[src/rtl/vec_alu_sequencer.sv]
// vec_alu_sequencer
//   Execute-stage sequencer that pushes one V-element vector operation through
//   an L-lane ALU slice in B = V/L beats, or through the full-width duplex unit
//   in a single beat when the op is 3'b111. Holds one operation at a time.
//
// Ports
//   clk, rst_n            clock, asynchronous active-low reset
//   in_valid/in_ready     operation handshake; in_a/in_b (V*N), in_op (3)
//   out_valid/out_ready   result handshake; out_result (V*N)
//   alu_a/alu_b/alu_op    operand slice and op to the ALU lanes (L*N)
//   alu_result            same-cycle ALU slice result (L*N)
//   dup_sel/dup_a         duplex path select and captured operand A (V*N)
//   dup_result            same-cycle duplex result (V*N)
//   busy                  an operation is in flight or waiting to be taken
module vec_alu_sequencer #(
    parameter int N = 8,
    parameter int V = 16,
    parameter int L = 4
) (
    input  logic           clk,
    input  logic           rst_n,
    input  logic           in_valid,
    output logic           in_ready,
    input  logic [V*N-1:0] in_a,
    input  logic [V*N-1:0] in_b,
    input  logic [2:0]     in_op,
    output logic           out_valid,
    input  logic           out_ready,
    output logic [V*N-1:0] out_result,
    output logic [L*N-1:0] alu_a,
    output logic [L*N-1:0] alu_b,
    output logic [2:0]     alu_op,
    input  logic [L*N-1:0] alu_result,
    output logic           dup_sel,
    output logic [V*N-1:0] dup_a,
    input  logic [V*N-1:0] dup_result,
    output logic           busy
);

    localparam int B  = V / L;
    localparam int BW = (B > 1) ? $clog2(B) : 1;
    localparam logic [BW-1:0] LAST_BEAT = BW'(B - 1);
    localparam logic [2:0] OP_DUP = 3'b111;

    localparam logic [1:0] S_IDLE = 2'd0;
    localparam logic [1:0] S_RUN  = 2'd1;
    localparam logic [1:0] S_DUP  = 2'd2;
    localparam logic [1:0] S_DONE = 2'd3;

    logic [1:0]    state;
    logic [BW-1:0] beat;
    logic [2:0]    op_reg;

    // Beat-major views: entry [k] is the L-lane slice handled in beat k,
    // which lines up with element layout [i*N +: N] of the flat vectors.
    logic [B-1:0][L*N-1:0] a_reg;
    logic [B-1:0][L*N-1:0] b_reg;
    logic [B-1:0][L*N-1:0] res;

    always_ff @(posedge clk or negedge rst_n) begin
        if (!rst_n) begin
            state  <= S_IDLE;
            beat   <= '0;
            op_reg <= '0;
            a_reg  <= '0;
            b_reg  <= '0;
            res    <= '0;
        end else begin
            case (state)
                S_IDLE: begin
                    if (in_valid) begin
                        a_reg  <= in_a;
                        b_reg  <= in_b;
                        op_reg <= in_op;
                        beat   <= '0;
                        state  <= (in_op == OP_DUP) ? S_DUP : S_RUN;
                    end
                end
                S_RUN: begin
                    res[beat] <= alu_result;
                    if (beat == LAST_BEAT) state <= S_DONE;
                    else                   beat  <= beat + 1'b1;
                end
                S_DUP: begin
                    res   <= dup_result;
                    state <= S_DONE;
                end
                S_DONE: begin
                    if (out_ready) state <= S_IDLE;
                end
                default: state <= S_IDLE;
            endcase
        end
    end

    logic run;
    assign run = (state == S_RUN);

    assign in_ready   = (state == S_IDLE);
    assign busy       = (state != S_IDLE);
    assign out_valid  = (state == S_DONE);
    assign out_result = res;

    // Slice and duplex buses are forced to zero when their path is idle so
    // downstream units never see stale captured operands.
    assign alu_a   = run ? a_reg[beat] : '0;
    assign alu_b   = run ? b_reg[beat] : '0;
    assign alu_op  = run ? op_reg : 3'b000;
    assign dup_sel = (state == S_DUP);
    assign dup_a   = dup_sel ? a_reg : '0;

endmodule
[config.mk]
export PLATFORM = sky130hd
export DESIGN_NAME = vec_alu_sequencer
export DESIGN_NICKNAME = d
export VERILOG_FILES = /design/src/rtl/vec_alu_sequencer.sv
export SDC_FILE = /design/constraint.sdc
export NUM_CORES = 1
export LEC_CHECK = 0
export BUFFER_PORTS_ARGS = -buffer_cell sky130_fd_sc_hd__buf_4
export CORE_AREA = 2 2 289 291
export CTS_CLUSTER_DIAMETER = 30
export DETAILED_ROUTE_END_ITERATION = 10
export DIE_AREA = 0 0 291 293
export GPL_ROUTABILITY_DRIVEN = 1
export PLACE_DENSITY = 0.41
export SETUP_SLACK_MARGIN = 0.5
export SLEW_MARGIN = 20
export SYNTH_ARGS = -nofsm -noshare
export SYNTH_HDL_FRONTEND = slang
export SYNTH_SLANG_ARGS = --single-unit
[constraint.sdc]
create_clock -name clk -period 2.6 [get_ports clk]
set_clock_uncertainty 0.15 [all_clocks]
set_input_delay 0.13 -clock clk [delete_from_list [all_inputs] [get_ports clk]]
set_output_delay 0.13 -clock clk [all_outputs]
set_load 0.01 [all_outputs]
; Yosys cells after proc, flatten, opt, wreduce, memory -nomap -nowiden
; Index checks and enable logic that the tools add are counted.
[totals]
ff_bits = 391
latch_bits = 0
mem_bits_rw = 0
rom_bits = 0
inputBits = 423
output_inout_bits = 327
word_cells = 55
mem_count = 0
[classes]
addsub = 1
n_mul = 0
div = 0
order_cmp = 2
n_eq_ne = 9
shift = 0
mux = 20
n_bitwise = 0
reduce_logical = 8
[ops]
columns = op, count
row1 = $pmux 128 s2, 1
row2 = $mux 32, 5
row3 = $bmux 32 s2, 2
row4 = $bwmux 128, 1
row5 = $mux 128, 1
row6 = $demux 32 s2, 1
row7 = $mux 2, 6
row8 = $pmux 2 s4, 1
row9 = $eq 2x2->1 const B, 3
row10 = $reduce_and 3->1, 2
row11 = $reduce_bool 2->1, 3
row12 = $ne 2x1->1 const B, 2
row13 = $ne 2x2->1 const B, 2
row14 = $pmux 2 s2, 1
row15 = $eq 3x3->1 const B, 1
row16 = $lt 2x3->1 const B, 1
row17 = $mux 3, 1
row18 = $add 2x1->2 const B, 1
row19 = $eq 2x1->1 const B, 1
row20 = $ge 2x1->1 const B, 1
row21 = $logic_not 2->1, 1
row22 = $reduce_and 2->1, 1
row23 = $logic_and 1x1->1, 1

; Longest topological paths before layout
[logic_depth]
ltp_word = 6
mapped_depth = 9

; Worst setup path before layout
; Ideal clock, no wire load.
[synth_timing]
kind = reg-to-reg
start = register beat[1]
end = register res (netlist bit out_result[33])
setup_ps = 83
arrival_time_ps = 1885
t_required_ps = 2367
slack_ps = 482
stages_incl_launch_ff = 9
period_less_slack_ps = 2118
cell_sequence = dfrtp_1 -> buf_2 -> buf_2 -> inv_1 -> ha_1 -> o21ai_1 -> clkbuf_1 -> nand2_1 -> o21ai_0
[synth_between]
elab_chain_len = 6
word_cells_on_any_way = 7
cone_classes = 2 x order compare / 4 x mux / 1 x reduce/logical
[synth_rtl]
columns = element, line
row1 = from (decl), 51  ; logic [BW-1:0] beat;
row2 = from (signal assigned), 82  ; else beat <= beat + 1'b1;
row3 = $lt 2x3->1 (not written as such) or $ge 2x1->1 (tied branches), 80  ; res[beat] <= alu_result;
row4 = $logic_and 1x1->1 (not written as such), 80
row5 = $mux 32 (not written as such), 80
row6 = $demux 32 s2 *, 80
row7 = $bwmux 128 *, 80
row8 = $pmux 128 s2 *, 69  ; case (state)
row9 = "to (signal, indexed assignment)", 80
row10 = to (signal assigned), 85  ; res <= dup_result;
row11 = to (decl), 58  ; logic [B-1:0][L*N-1:0] res;
; Mark *: on every way between the ends. The rest lies on a longest branch, timed or not.
; A chain may end at the register's enable or synchronous reset.

; Worst setup path after layout
[layout_timing]
start = register beat[0]
end = output port alu_a[12]
[layout_between]
elab_chain_len = 3
[layout_rtl]
columns = element, line
row1 = $bmux 32 s2, 106  ; assign alu_a = run ? a_reg[beat] : '0;
row2 = $mux 32 (not written as such), 106
row3 = $mux 32, 106
row4 = to (decl), 30  ; output logic [L*N-1:0] alu_a,
; Every way passes these cells. The select of a mux whose other input is x is not followed.

==> results.md <==
- Status: finished, violations left
- Failing checks: setup timing
- Most common flop cell mapped by yosys: dfrtp_1
- CP Launch Type: register
- Setup TNS Final: -0.0787 ns
- Worst-path clk slew: 0.04 ns
- Placed cell areas: 0.0256 mm2
- Worst-Skew Late Latency: 0.64 ns
- Initial antenna violation count: 3
- Largest net degree at the start of global routing: 90
- Commonest non-fill, non-tap cells in the layout: buf_4, dlygate4sd3_1, dfrtp_1, mux2_2, buf_6
- Mapped Area: 0.0185 mm2
- Gr ovfl total: 0
- Most area-hungry cell type in the Yosys netlist: dfrtp_1
- Worst hold path type: in2reg
- Row cnt: 105
- Drt total wl: 94.5 mm
- H-Tree Level Count: 3
- Sequential Area: 0.00979 mm2
- Slew headroom: 0.572
- Slew @ Worst Pin: 0.642 ns
- Filler cell count: 7362
- Tcrit/Tclk final: 1.01
- TritonCTS clock tree: yes
- CTS Buf Count: 120
- Crit path capture type: output port
- Max-cap violation count: 0
- Worst setup margin: -0.0233 ns
- Initial drt markers: 599
- RD Place Congestion: 0.836
- CP Data Required Time: 2.32 ns
- Routed Antenna Nets: 0
- Synth Area per Inst: 12.4 um2
- Hold WS: 0.102 ns
- HPWL after DPL: 58.3 mm
- Synth Register Bits: 391
- Crit-path max FO: 7
- Layout Nets: 3279
- Final Hold Fails: 0
- VDD IR-drop max: 0.778 mV
- Syn-to-layout area delta: 111%
- Fin. max-slew vios: 0
- Syn Inst Count: 1486
- Chip width: 291 um
- Syn nets: 1919
- Core ar.: 0.0818 mm2
- Final instance area: 0.0390 mm2
- Vias in the first global route: 19500
- Most common cell after layout, fill and taps aside: buf_4
- Post-synth top area share: 0.530
- Synth warn: 0
- I/O Buffers: 749
- CTS max path bufs: 3
- Pre-CTS WS: 0.362 ns
- Final setup vio count: 9
- Sequential fraction of the synthesis area: 0.530
- Area of the multi-input gates: 0.00939 mm2
- IO Pins: 750
- Initial Utilization: 0.226
- TritonCTS Sinks: 391
- Max Fclk: 381 MHz
- Tot GR Track Use: 0.201
- # DRC: 0
- Async SR Flop Fraction: 1.00
- Vias: 18100
- WS Path Type: reg2out
- Die height: 293 um
- Top post-synthesis cells by area: dfrtp_1, mux2_2, mux4_2, and2_1, a22oi_1
- Fin crit period: 2.62 ns
- PD cells: 1390 mW/mm2
- Share of cells above drive strength 1: 0.621
- First-pass GRT wire length: 128 mm
- P_leak: 17.8 nW
- Die area: 0.0853 mm2
- Synth unique cells: 31
- WL/cell: 23.5 um
- RSZ-0062 raised after global routing: true
- Drt first pass iters: 7
- Avg Vias per Cell: 4.50
- Number of enable flip-flop cells after synthesis: 0
- WP data arrival: 2.34 ns
- CTS root buffer: clkbuf_16
layout make-up:
cell class                 instances  share of cell area
antenna                            3            0.000193
inverter                           6            0.000738
sequential                       391               0.251
tap                             1070              0.0343
multi-input combinational        969               0.241
timing repair buffer            1358               0.358
clock buffer                     166              0.0889
clock inverter                    59              0.0262
repair_timing:
item,CTS,global route
endpoints found under the hold margin,731,0
endpoints found under the setup margin,392,410
hold buffers,423,0
resized for setup,370,433
gates cloned,31,29
buffers inserted,39,34
pin swaps,41,68
cell families after synthesis:
logic type / synth area share
AOI/OAI and AO/OA: 0.0863
adders and majority gates: 0.00678
buffers and inverters: 0.0331
DFF: 0.530
muxes: 0.237
and+or+nand+nor: 0.107
path summary, 6_finish.rpt:
check	from	to	slack [ns]	cells past startpoint
setup / recovery	beat[0]	alu_a[12]	-0.02	6
min in group asynchronous	rst_n	a_reg[54]	0.46	3
hold reg to reg	out_result[59]	out_result[59]	0.33	2
max in group asynchronous	rst_n	out_result[16]	0.88	5
hold / removal	in_a[68]	a_reg[68]	0.10	3
setup reg to reg	beat[0]	out_result[30]	0.32	12
worst max-delay path: stages (launching register included):
cell     delay, ns
dfrtp_4       0.47
buf_6         0.12
buf_12        0.12
buf_16        0.15
mux4_2        0.52
and2_4        0.18
buf_6         0.12
synthesized netlist by cell type (all sizes together) (6+ instances only):
cell and n:
inv 6, nand2 129, ha 10, mux4 64, mux2 260, a21oi 32, buf 58, a22oi 96
o21ai 134, nor2b 36, and2 195, dfrtp 391, clkbuf 62
where the power goes:
group | switching [mW] | leakage, nW | internal, mW
logic | 11.7 | 10.8 | 15.0
clock network | 4.34 | 2.22 | 11.7
registers | 2.24 | 4.76 | 9.15
through the flow:
step / util / cells / power [mW]
3_3_place_gp: 0.313 / 3238 / 28.1
2_1_floorplan: - / 1486 / 20.2
4_1_cts: 0.450 / 3956 / 50.1
5_1_grt: 0.476 / 4021 / 56.7
6_report: 0.476 / 4022 / 54.1
3_5_place_dp: 0.313 / 3238 / 28.4
per-layer routing:
metal,global-route usage,share of wire
met3,0.0437,0.054
met1,0.239,0.39
met4,0.0710,0.030
met5,0,0
met2,0.356,0.52
Note: power is estimated with default switching activity, not from simulation.
